## config.mk

```make
export PLATFORM = sky130hd
export DESIGN_NAME = riscv_muldiv_unit
export DESIGN_NICKNAME = d
export VERILOG_FILES = /design/src/rtl/riscv_muldiv_unit.sv
export SDC_FILE = /design/constraint.sdc
export NUM_CORES = 1
export LEC_CHECK = 0
export BUFFER_PORTS_ARGS = -buffer_cell sky130_fd_sc_hd__buf_2
export CORE_ASPECT_RATIO = 0.7
export CORE_MARGIN = 2
export CORE_UTILIZATION = 45
export CTS_CLUSTER_SIZE = 16
export DETAILED_ROUTE_END_ITERATION = 10
export PLACE_DENSITY = 0.62
export SYNTH_ARGS = -nofsm -noshare
export SYNTH_HDL_FRONTEND = slang
export SYNTH_SLANG_ARGS = --single-unit
```

## constraint.sdc

```tcl
create_clock -name clk -period 5.4 [get_ports clk]
set_input_delay 0.27 -clock clk [delete_from_list [all_inputs] [get_ports clk]]
set_output_delay 0.27 -clock clk [all_outputs]
set_load 0.05 [all_outputs]
```

## src/rtl/riscv_muldiv_unit.sv

```systemverilog
// Iterative RV32M multiply/divide unit: radix-2 shift-add multiply, restoring divide,
// one bit per cycle on operand magnitudes, with sign fix-up applied on the final iteration.
module riscv_muldiv_unit #(
  parameter int DATA_W = 32
) (
  input  logic              clk,
  input  logic              reset,
  input  logic              start,
  input  logic [2:0]        funct3,
  input  logic [DATA_W-1:0] op_a,
  input  logic [DATA_W-1:0] op_b,
  input  logic              flush,
  output logic              ready,
  output logic              busy,
  output logic              done,
  output logic [DATA_W-1:0] result
);

  localparam int CNT_W = $clog2(DATA_W + 1);
  localparam logic [DATA_W-1:0] MOST_NEG = {1'b1, {(DATA_W-1){1'b0}}};

  typedef enum logic [1:0] {IDLE, CALC, DONE} state_t;

  state_t            state_reg, state_next;
  logic [CNT_W-1:0]  count_reg;
  logic [2:0]        funct3_reg;
  logic              a_neg_reg, b_neg_reg;
  logic [DATA_W-1:0] hi_reg, lo_reg, b_mag_reg, result_reg;

  logic              accept, a_neg, b_neg, div_zero, div_ovf, special, last_iter;
  logic [DATA_W-1:0] a_mag, b_mag, special_result;
  logic [DATA_W:0]   mul_sum, div_shift, div_diff;
  logic              div_ge;
  logic [DATA_W-1:0] hi_step, lo_step, quotient, remainder, calc_result;
  logic [2*DATA_W-1:0] product, product_fixed;

  assign accept    = (state_reg == IDLE) && start && !flush;
  assign last_iter = (count_reg == CNT_W'(DATA_W - 1));

  // Operand decode at accept: MULH/DIV/REM sign both operands, MULHSU only op_a.
  always_comb begin
    a_neg    = ((funct3 == 3'd1) || (funct3 == 3'd2) || (funct3 == 3'd4) || (funct3 == 3'd6))
               && op_a[DATA_W-1];
    b_neg    = ((funct3 == 3'd1) || (funct3 == 3'd4) || (funct3 == 3'd6)) && op_b[DATA_W-1];
    a_mag    = a_neg ? -op_a : op_a;
    b_mag    = b_neg ? -op_b : op_b;
    div_zero = funct3[2] && (op_b == '0);
    div_ovf  = funct3[2] && !funct3[0] && (op_a == MOST_NEG) && (op_b == '1);
    special  = div_zero || div_ovf;
    if (div_zero) special_result = funct3[1] ? op_a : '1;
    else          special_result = funct3[1] ? '0 : op_a;
  end

  // One iteration. Multiply: lo holds the multiplier, hi accumulates and both shift right.
  // Divide: lo holds the dividend and collects quotient bits, hi is the partial remainder.
  always_comb begin
    mul_sum   = {1'b0, hi_reg} + (lo_reg[0] ? {1'b0, b_mag_reg} : '0);
    div_shift = {hi_reg, lo_reg[DATA_W-1]};
    div_ge    = (div_shift >= {1'b0, b_mag_reg});
    div_diff  = div_shift - {1'b0, b_mag_reg};
    if (!funct3_reg[2]) begin
      hi_step = mul_sum[DATA_W:1];
      lo_step = {mul_sum[0], lo_reg[DATA_W-1:1]};
    end else begin
      hi_step = div_ge ? div_diff[DATA_W-1:0] : div_shift[DATA_W-1:0];
      lo_step = {lo_reg[DATA_W-2:0], div_ge};
    end
    product       = {hi_step, lo_step};
    product_fixed = (a_neg_reg ^ b_neg_reg) ? -product : product;
    quotient      = (a_neg_reg ^ b_neg_reg) ? -lo_step : lo_step;
    remainder     = a_neg_reg ? -hi_step : hi_step;
    case (funct3_reg)
      3'd0:                calc_result = product_fixed[DATA_W-1:0];
      3'd1, 3'd2, 3'd3:    calc_result = product_fixed[2*DATA_W-1:DATA_W];
      3'd4, 3'd5:          calc_result = quotient;
      default:             calc_result = remainder;
    endcase
  end

  always_ff @(posedge clk) begin
    if (reset) state_reg <= IDLE;
    else       state_reg <= state_next;
  end

  always_comb begin
    state_next = state_reg;
    case (state_reg)
      IDLE:    if (accept) state_next = special ? DONE : CALC;
      CALC:    if (last_iter) state_next = DONE;
      DONE:    state_next = IDLE;
      default: state_next = IDLE;
    endcase
    if (flush) state_next = IDLE;
  end

  always_ff @(posedge clk) begin
    if (reset) begin
      count_reg  <= '0;
      funct3_reg <= '0;
      a_neg_reg  <= 1'b0;
      b_neg_reg  <= 1'b0;
      hi_reg     <= '0;
      lo_reg     <= '0;
      b_mag_reg  <= '0;
      result_reg <= '0;
    end else if (accept) begin
      count_reg  <= '0;
      funct3_reg <= funct3;
      a_neg_reg  <= a_neg;
      b_neg_reg  <= b_neg;
      hi_reg     <= '0;
      lo_reg     <= a_mag;
      b_mag_reg  <= b_mag;
      if (special) result_reg <= special_result;
    end else if ((state_reg == CALC) && !flush) begin
      count_reg <= count_reg + 1'b1;
      hi_reg    <= hi_step;
      lo_reg    <= lo_step;
      if (last_iter) result_reg <= calc_result;
    end
  end

  assign ready  = (state_reg == IDLE);
  assign busy   = (state_reg == CALC) || (state_reg == DONE);
  assign done   = (state_reg == DONE) && !flush;
  assign result = result_reg;

endmodule

```

==> parameters.txt, run 1 <==
Parameter                              Value

Power
  Net Switching    1432 uW
  Largest vdd supply drop    216.1 uV
  Internal Power    2249 uW
  Proportion of power drawn by the clock network    34.3%
  Switching Share    38.90%
  Tot Pwr    3682 uW
  Combinational power share    35.1%
  Power per cell area    211.3 nW/um^2
  LEAKAGE    0.006962 uW
  Sequential Power Share    30.5%

Setup path
  Critical Path Max Stage Delay    0.51 ns
  Crit start category    register
  Ordered list of cells on the worst path    buf_4, and2_1, ha_1, a21oi_1, o21a_1, o221a_2, a31oi_1, nor4_1, o211ai_1, a32oi_1, and3_1, nand2_1, o41ai_1, xnor2_1, a221oi_1, buf_4, o22ai_1
  Critical path fanouts, max    22
  Crit path DAT    5.46 ns
  Required time at the endpoint of the critical path    5.73 ns
  Cell with the biggest individual delay on the critical path    dfxtp_2
  Worst setup path startpoint    lo_reg[0]$_SDFFE_PP0P_
  Crit. End Element    register
  Critical path start-end classification    reg -> reg
  CP dominant cell by count    buf_4
  Reg2reg start    lo_reg[0]$_SDFFE_PP0P_

Hold path
  Source of the worst hold timing path    funct3[0]
  Min-delay worst type    in -> reg

Timing
  Max Fclk    0.1953 GHz
  Clock Skews    0.01622 ns
  Pin slew with the least headroom to its limit    1.378 ns
  Worst slew slack as a fraction of its limit    7.276%
  Pins over their slew limit    0
  Sum of negative setup slack    0 ns
  Final setup violation count    0
  Tmin final    5.122 ns
  Final clock period utilization by the worst path    94.84%
  Final Hold Fails    0

Synth
  Post-synthesis xor/xnor area fraction    11.32%
  Number of enable-type register cells in the synthesized netlist    0
  Simple-gate share of the synthesized area    24.18%
  Mapped Avg Cell Area    7.115 sq um
  Synth Flop Type    dfxtp_1
  Net count after synthesis    2267
  Main combinational cell family by area after synthesis    compound AO/OA/AOI/OAI gates
  Mux share of post-synthesis cell area    2.852%
  Fraction of the yosys area taken by sequential cells    18.70%
  Cell variety after synth    102
  Synth Instances    2121
  Total of flip-flops plus latches after synthesis    141
  Post-Synth Adder-Cell Area    7.711%
  Share of the synthesized area in compound gates (AO/OA/AOI/OAI)    29.50%
  Synthesized area    15090 sq um
  Warnings from Yosys    0
  Post-synthesis async set-or-reset flop share    0%

Placement
  Placement Cell Area    16770 sq um
  Detailed placement HPWL    50760 microns
  Count of buffers inserted at the top-level ports    105
  Final RePlAce weighted congestion    1.066

CTS
  Clock tree buffer depth    2
  # H-tree levels    4
  Clock sink count    141
  Source-to-sink clock delay at the later pin of the worst-skew pair    0.47 ns
  Buffer cell driving the clock tree root    clkbuf_16
  TritonCTS buffer count    17
  CTS tree    yes
  Number of hold buffers added after CTS    0
  Clock transition at the register clock pins on the worst setup and hold paths after CTS    0.07 ns

Die
  Effective utilization at floorplan    45.34%
  Die H    157.2 microns
  Area of the die    35040 sq um
  Row count    56
  Horiz. Die Dim    222.9 microns
  Top-level I/O count    106
  Std-Cell Core Area    33280 sq um

GRT
  GR Util All Layers    36.32%
  Wire length of the first global-routing pass    96430 microns
  Via count of the first global-routing pass    15420
  Grt ovf    0
  Number of antenna violations at the first check in global routing    5
  Maximum number of pins on one net before global-route repair    67

Flow run
  Number of maximum-capacitance constraint violations    0

Cells and area
  Fraction of final layout cells sized beyond drive strength 1    15.89%
  Area growth from synthesis to layout    15.45%
  Number of antenna repair diodes    0
  Number of nets at the end of the flow    2399
  Final std cell area, no fill    17420 sq um

Detailed routing
  Number of detailed-route iterations in the first pass    6
  Drt initial violations    2888
  Via-to-Cell Ratio    6.494
  Wirelength per Cell    23.97 microns
  Final ANT Viol Nets    0
  Total wire length after detailed routing    64750 microns
  Vias post-DR    17540
  Post-route DRC    0

Outcome
  Outcome    complete, no violations
## synthesized netlist by cell type, drive strengths merged, types with 7 or more instances
library cell	n	area share, %
or3	23	0.95
a21oi	210	7.1
ha	73	6.1
nand2	225	5.6
a22oi	9	0.48
nand3	40	1.3
o211ai	28	1.5
nor3	49	1.7
o41ai	9	0.57
nor2	228	5.7
mux2	16	1.2
a21o	20	0.99
or4	11	0.57
o22ai	18	0.75
a211oi	60	3.1
o21bai	7	0.35
and2	52	2.2
and3	10	0.41
nor2b	13	0.54
dfxtp	141	19
or2	8	0.33
a222oi	22	1.5
nand4	37	1.6
a31oi	44	1.9
buf	31	1.1
nor4	21	1.1
xnor2	110	6.4
o21a	8	0.40
inv	77	1.9
a311oi	10	0.62
maj3	21	1.4
o21ai	127	4.2
nand2b	15	0.62
xor2	85	4.9
o221ai	12	0.70
o31ai	22	1.2
mux2i	25	1.7
clkbuf	109	2.7
a221oi	13	0.75
## power groups by stage
stage                     combinational [uW]  clock (uW)  sequential [uW]
after CTS                               1240        1260             1120
after floorplan                          779           0             1120
final                                   1290        1260             1120
after global routing                    1380        1300             1130
after global placement                  1230           0             1140
after detailed placement                1230           0             1150
## final timing paths
check | endpoint | slack (ns) | cells after the start
worst min-delay path | funct3_reg[0]$_SDFFE_PP0P_ | 0.09 | 3
worst max-delay path | result[23]$_SDFFE_PP0P_ | 0.28 | 17
worst min register to register | result[9]$_SDFFE_PP0P_ | 0.47 | 2
worst max register to register | result[23]$_SDFFE_PP0P_ | 0.28 | 17
## final cells by class
cell class                 count  area (sq um)
inverter                      79         296.5
tap                          435         544.3
fill                        3323         15860
clock buffer                  18         439.2
sequential                   141          2828
timing repair buffer         253          1664
multi-input combinational   1761         11490
clock inverter                14         158.9
## what timing repair did
action,CTS,global route
setup buffers,0,0
endpoints found under the setup margin,0,26
gates resized for setup,0,10
## layout by cell type (no fill, tap or decap), types with 42 or more instances in the layout
master | synthesis | final
nor2_1 | 227 | 226
nand2_1 | 225 | 224
a21oi_1 | 206 | 205
buf_4 | 1 | 147
dfxtp_1 | 141 | 139
o21ai_0 | 123 | 123
xnor2_1 | 110 | 109
buf_2 | 13 | 104
xor2_1 | 85 | 84
inv_1 | 77 | 77
ha_1 | 73 | 73
a211oi_1 | 58 | 58
and2_1 | 50 | 50
nor3_1 | 46 | 44
a31oi_1 | 43 | 42
## through the flow
stage	hold slack, ns	util [%]	std cells	setup slack (ns)
2_1_floorplan	0.3493	-	2121	0.6046
3_3_place_gp	0.4603	50.39	2669	0.08711
3_5_place_dp	0.4580	50.39	2669	0.04001
4_1_cts	0.06973	52.18	2701	0.01050
5_1_grt	0.1000	52.35	2701	-0.005494
6_report	0.08667	52.35	2701	0.2784
## routing by layer
layer / up-vias / global-route usage [%] / share of wire, %
met5: - / 0 / 0.037
met2: 1041 / 48.97 / 38
li1: 8029 / - / -
met1: 8363 / 55.90 / 47
met4: 4 / 10.00 / 2.2
met3: 103 / 8.550 / 13
## worst max-delay path: cells and delay by family, from the launching register on
family	cells	cell delay, ns
buffers and inverters	2	0.51
and+or+nand+nor	4	1.05
AOI/OAI and AO/OA	9	2.47
DFF	1	0.51
adders and majority gates	1	0.31
xor gates and xnor gates	1	0.11
## cells by family (layout without fill, tap and decap cells)
| group | count (synthesis) | after routing |
|---|---|---|
| compound gates | 675 | 675 |
| xor+xnor | 195 | 195 |
| fa+ha+maj | 96 | 96 |
| buf+inv | 219 | 364 |
| flops | 141 | 141 |
| mux | 41 | 41 |
| simple gates | 754 | 754 |
Power figures use the tool's default switching activity.
==> run 2, diff against run 1 <==
--- a/config.mk
+++ b/config.mk
@@ -5,8 +5,9 @@
 export SDC_FILE = /design/constraint.sdc
 export NUM_CORES = 1
 export LEC_CHECK = 0
+export ABC_CLOCK_PERIOD_IN_PS = 5400
 export BUFFER_PORTS_ARGS = -buffer_cell sky130_fd_sc_hd__buf_2
-export CORE_ASPECT_RATIO = 0.7
+export CORE_ASPECT_RATIO = 0.8
 export CORE_MARGIN = 2
 export CORE_UTILIZATION = 45
 export CTS_CLUSTER_SIZE = 16
==> run 2 against run 1 <==
Net effect:
- critical path depth increased by 3
- worst setup slack got worse by 0.0014 ns
- highest routed layer is now met4
- first-iteration DRC count decreased by 20%
- critical path type unchanged
- largest cell class unchanged
- critical endpoint is now result[10]$_SDFFE_PP0P_
- final cell count decreased by 2.7%
- die area about the same
- combinational power decreased by 9%
- clock power about the same
- total power decreased by 2.5%
- final area decreased by 3.2%
- clock skew decreased by 0.0019 ns
- non-clock buffer count decreased by 66
==> parameters.txt, run 2 (synthesis results as in run 1) <==
Parameter                              Value

Detailed routing
  Wirelength per Cell    23.47 microns (was 23.97 microns)
  Via-to-Cell Ratio    6.477 (was 6.494)
  Drt initial violations    2320 (was 2888)
  Post-route DRC    0 (unchanged)
  Total wire length after detailed routing    61650 microns (was 64750 microns)
  Number of detailed-route iterations in the first pass    8 (was 6)
  Vias post-DR    17010 (was 17540)
  Final ANT Viol Nets    0 (unchanged)

Die
  Horiz. Die Dim    208.7 microns (was 222.9 microns)
  Row count    59 (was 56)
  Area of the die    35020 sq um (was 35040 sq um)
  Std-Cell Core Area    32780 sq um (was 33280 sq um)
  Die H    167.8 microns (was 157.2 microns)
  Effective utilization at floorplan    46.04% (was 45.34%)
  Top-level I/O count    106 (unchanged)

CTS
  Number of hold buffers added after CTS    0 (unchanged)
  Clock sink count    141 (unchanged)
  Clock tree buffer depth    2 (unchanged)
  # H-tree levels    4 (unchanged)
  Buffer count from post-CTS setup fixing    0 (unchanged)
  TritonCTS buffer count    17 (unchanged)
  Source-to-sink clock delay at the later pin of the worst-skew pair    0.46 ns (was 0.47 ns)
  CTS tree    yes (unchanged)
  Buffer cell driving the clock tree root    clkbuf_16 (unchanged)
  Clock transition at the register clock pins on the worst setup and hold paths after CTS    0.06 ns (was 0.07 ns)

Setup path
  Ordered list of cells on the worst path    inv_1, ha_1, a21oi_4, o21a_1, o22ai_1, o31ai_2, and2_4, nand3_1, o21ai_0, ha_1, o211ai_1, nor3_1, nand2_1, nor2_1, nand2_1, o21a_1, xnor2_1, o21ai_0, o211ai_1, a21oi_1 (was buf_4, and2_1, ha_1, a21oi_1, o21a_1, o221a_2, a31oi_1, nor4_1, o211ai_1, a32oi_1, and3_1, nand2_1, o41ai_1, xnor2_1, a221oi_1, buf_4, o22ai_1)
  Crit. End Element    register (unchanged)
  Critical Path Max Stage Delay    0.47 ns (was 0.51 ns)
  Reg2Reg Setup Slack    0.28 ns (about the same)
  Bufs and invs on worst path    1 (was 2)
  Critical path start-end classification    reg -> reg (unchanged)
  Worst setup path startpoint    b_mag_reg[6]$_SDFFE_PP0P_ (was lo_reg[0]$_SDFFE_PP0P_)
  Required time at the endpoint of the critical path    5.78 ns (was 5.73 ns)
  Critical path fanouts, max    11 (was 22)
  Crit start category    register (unchanged)
  Kind of cell adding the most delay to the critical path    compound AO/OA/AOI/OAI gates (unchanged)
  Crit path DAT    5.50 ns (was 5.46 ns)
  Worst-case reg-to-reg path depth    20 (was 17)
  Cell with the biggest individual delay on the critical path    o21ai_0 (was dfxtp_2)
  Reg2reg start    b_mag_reg[6]$_SDFFE_PP0P_ (was lo_reg[0]$_SDFFE_PP0P_)
  Destination of the worst register-to-register timing path    result[10]$_SDFFE_PP0P_ (was result[23]$_SDFFE_PP0P_)
  Critical path destination    result[10]$_SDFFE_PP0P_ (was result[23]$_SDFFE_PP0P_)
  Cell count along the critical path    20 (was 17)

Timing
  Worst slew slack as a fraction of its limit    12.29% (was 7.276%)
  Max Fclk    0.1952 GHz (was 0.1953 GHz)
  Final setup violation count    0 (unchanged)
  Clock Skews    0.01432 ns (was 0.01622 ns)
  Crit path setup slack, layout    0.2770 ns (was 0.2784 ns)
  Tmin final    5.123 ns (was 5.122 ns)
  Sum of negative setup slack    0 ns (unchanged)
  Pins over their slew limit    0 (unchanged)
  Pin slew with the least headroom to its limit    1.304 ns (was 1.378 ns)
  Final clock period utilization by the worst path    94.87% (was 94.84%)
  RSZ-0062 raised after global routing    true
  Final Hold Fails    0 (unchanged)

Power
  Power per cell area    212.8 nW/um^2 (was 211.3 nW/um^2)
  Largest vdd supply drop    225.4 uV (was 216.1 uV)
  LEAKAGE    0.006635 uW (was 0.006962 uW)

Placement
  Count of buffers inserted at the top-level ports    105 (unchanged)
  Placement Cell Area    16240 sq um (was 16770 sq um)
  Post-placement worst setup slack    0.2138 ns (was 0.04001 ns)
  Number of placed cells counting well taps    2595 (was 2669)
  Detailed placement HPWL    48390 microns (was 50760 microns)
  Final RePlAce weighted congestion    1.052 (was 1.066)

GRT
  Maximum number of pins on one net before global-route repair    84 (was 67)
  Layer with the highest usage after global routing    met1 (unchanged)
  GRT met2 Usage    48.88% (was 48.97%)
  Wire length of the first global-routing pass    94140 microns (was 96430 microns)
  Met3 Resource Use GR    9.756% (was 8.550%)
  Via count of the first global-routing pass    15540 (was 15420)
  Met1 Track Usage GR    51.68% (was 55.90%)
  Number of antenna violations at the first check in global routing    4 (was 5)
  GR Util All Layers    34.78% (was 36.32%)
  Grt ovf    0 (unchanged)

Cells and area
  Filler cell count in the final layout    3327 (was 3323)
  Number of antenna repair diodes    0 (unchanged)
  Count of non-filler cells in the finished layout    2627 (was 2701)
  Final core utilization    51.46% (was 52.35%)
  Number of nets at the end of the flow    2333 (was 2399)
  Fraction of final layout cells sized beyond drive strength 1    13.09% (was 15.89%)
  Area growth from synthesis to layout    11.77% (was 15.45%)
  Commonest cells after routing, fill and taps aside    nor2_1, nand2_1, a21oi_1 (unchanged)
  Most common library cell in the layout ignoring fill and taps    nor2_1 (unchanged)
  Final std cell area, no fill    16870 sq um (was 17420 sq um)

Outcome
  Outcome    complete, no violations (unchanged)

Flow run
  Number of maximum-capacitance constraint violations    0 (unchanged)

Hold path
  Min-delay worst type    in -> reg (unchanged)
[run 2: changes by cell type in the layout (fill, tap and decap cells not counted), sizes merged]
cell / previous run / this run
inv: 81 / 82
clkbuf: 18 / 19
buf: 253 / 187
clkinvlp: 5 / 3
[run 2: worst min path at each step]
stage	cells after the start	from	to
floorplan	1	flush	state_reg[0]$_SDFFE_PP0P_
global placement	2	result[10]$_SDFFE_PP0P_	result[10]$_SDFFE_PP0P_
detailed placement	2	result[10]$_SDFFE_PP0P_	result[10]$_SDFFE_PP0P_
CTS	3	funct3[2]	funct3_reg[2]$_SDFFE_PP0P_
global route	3	funct3[2]	funct3_reg[2]$_SDFFE_PP0P_
finish	3	funct3[2]	funct3_reg[2]$_SDFFE_PP0P_
[run 2: cell type report]
cell class	instances	area, sq um	share of cell area, %
Clock buffer	19	454.2	2.693
Clock inverter	13	155.1	0.9199
Inverter	79	296.5	1.758
Multi-Input combinational cell	1761	11460	67.92
Sequential cell	141	2826	16.76
Tap cell	427	534.3	3.168
Timing Repair Buffer	187	1144	6.780
[run 2: timing repair]
action,4_1_cts,5_1_grt
hold endpoints to repair,0,0
gates resized for setup,0,3
endpoints found under the setup margin,0,7
[run 2: through the flow]
stage | hold slack [ns] | power [uW]
finish | 0.1016 | 3590
detailed placement | 0.4414 | 2291
CTS | 0.08050 | 3558
global placement | 0.4408 | 2280
floorplan | 0.3493 | 1903
global route | 0.09643 | 3733
[run 2: where the power goes]
part / switching, uW / internal, uW / leakage (uW)
combinational: 766 / 417 / 0.00520
clock: 553 / 719 / 0.000288
sequential: 58.3 / 1080 / 0.00115
total: 1380 / 2210 / 0.00664
[run 2: worst min-delay path: cells and delay by family]
| kind | cells | cell delay [ns] |
|---|---|---|
| buffers and inverters | 1 | 0.13 |
| AO/OA/AOI/OAI | 1 | 0.05 |
| AND/OR/NAND/NOR | 1 | 0.06 |
[run 2: layer usage]
layer  share of wire [%]  vias to the layer above
met3                  12                       83
li1                    -                     7905
met4                 2.0                        0
met2                  40                      960
met1                  45                     8066
met5                   0                        -
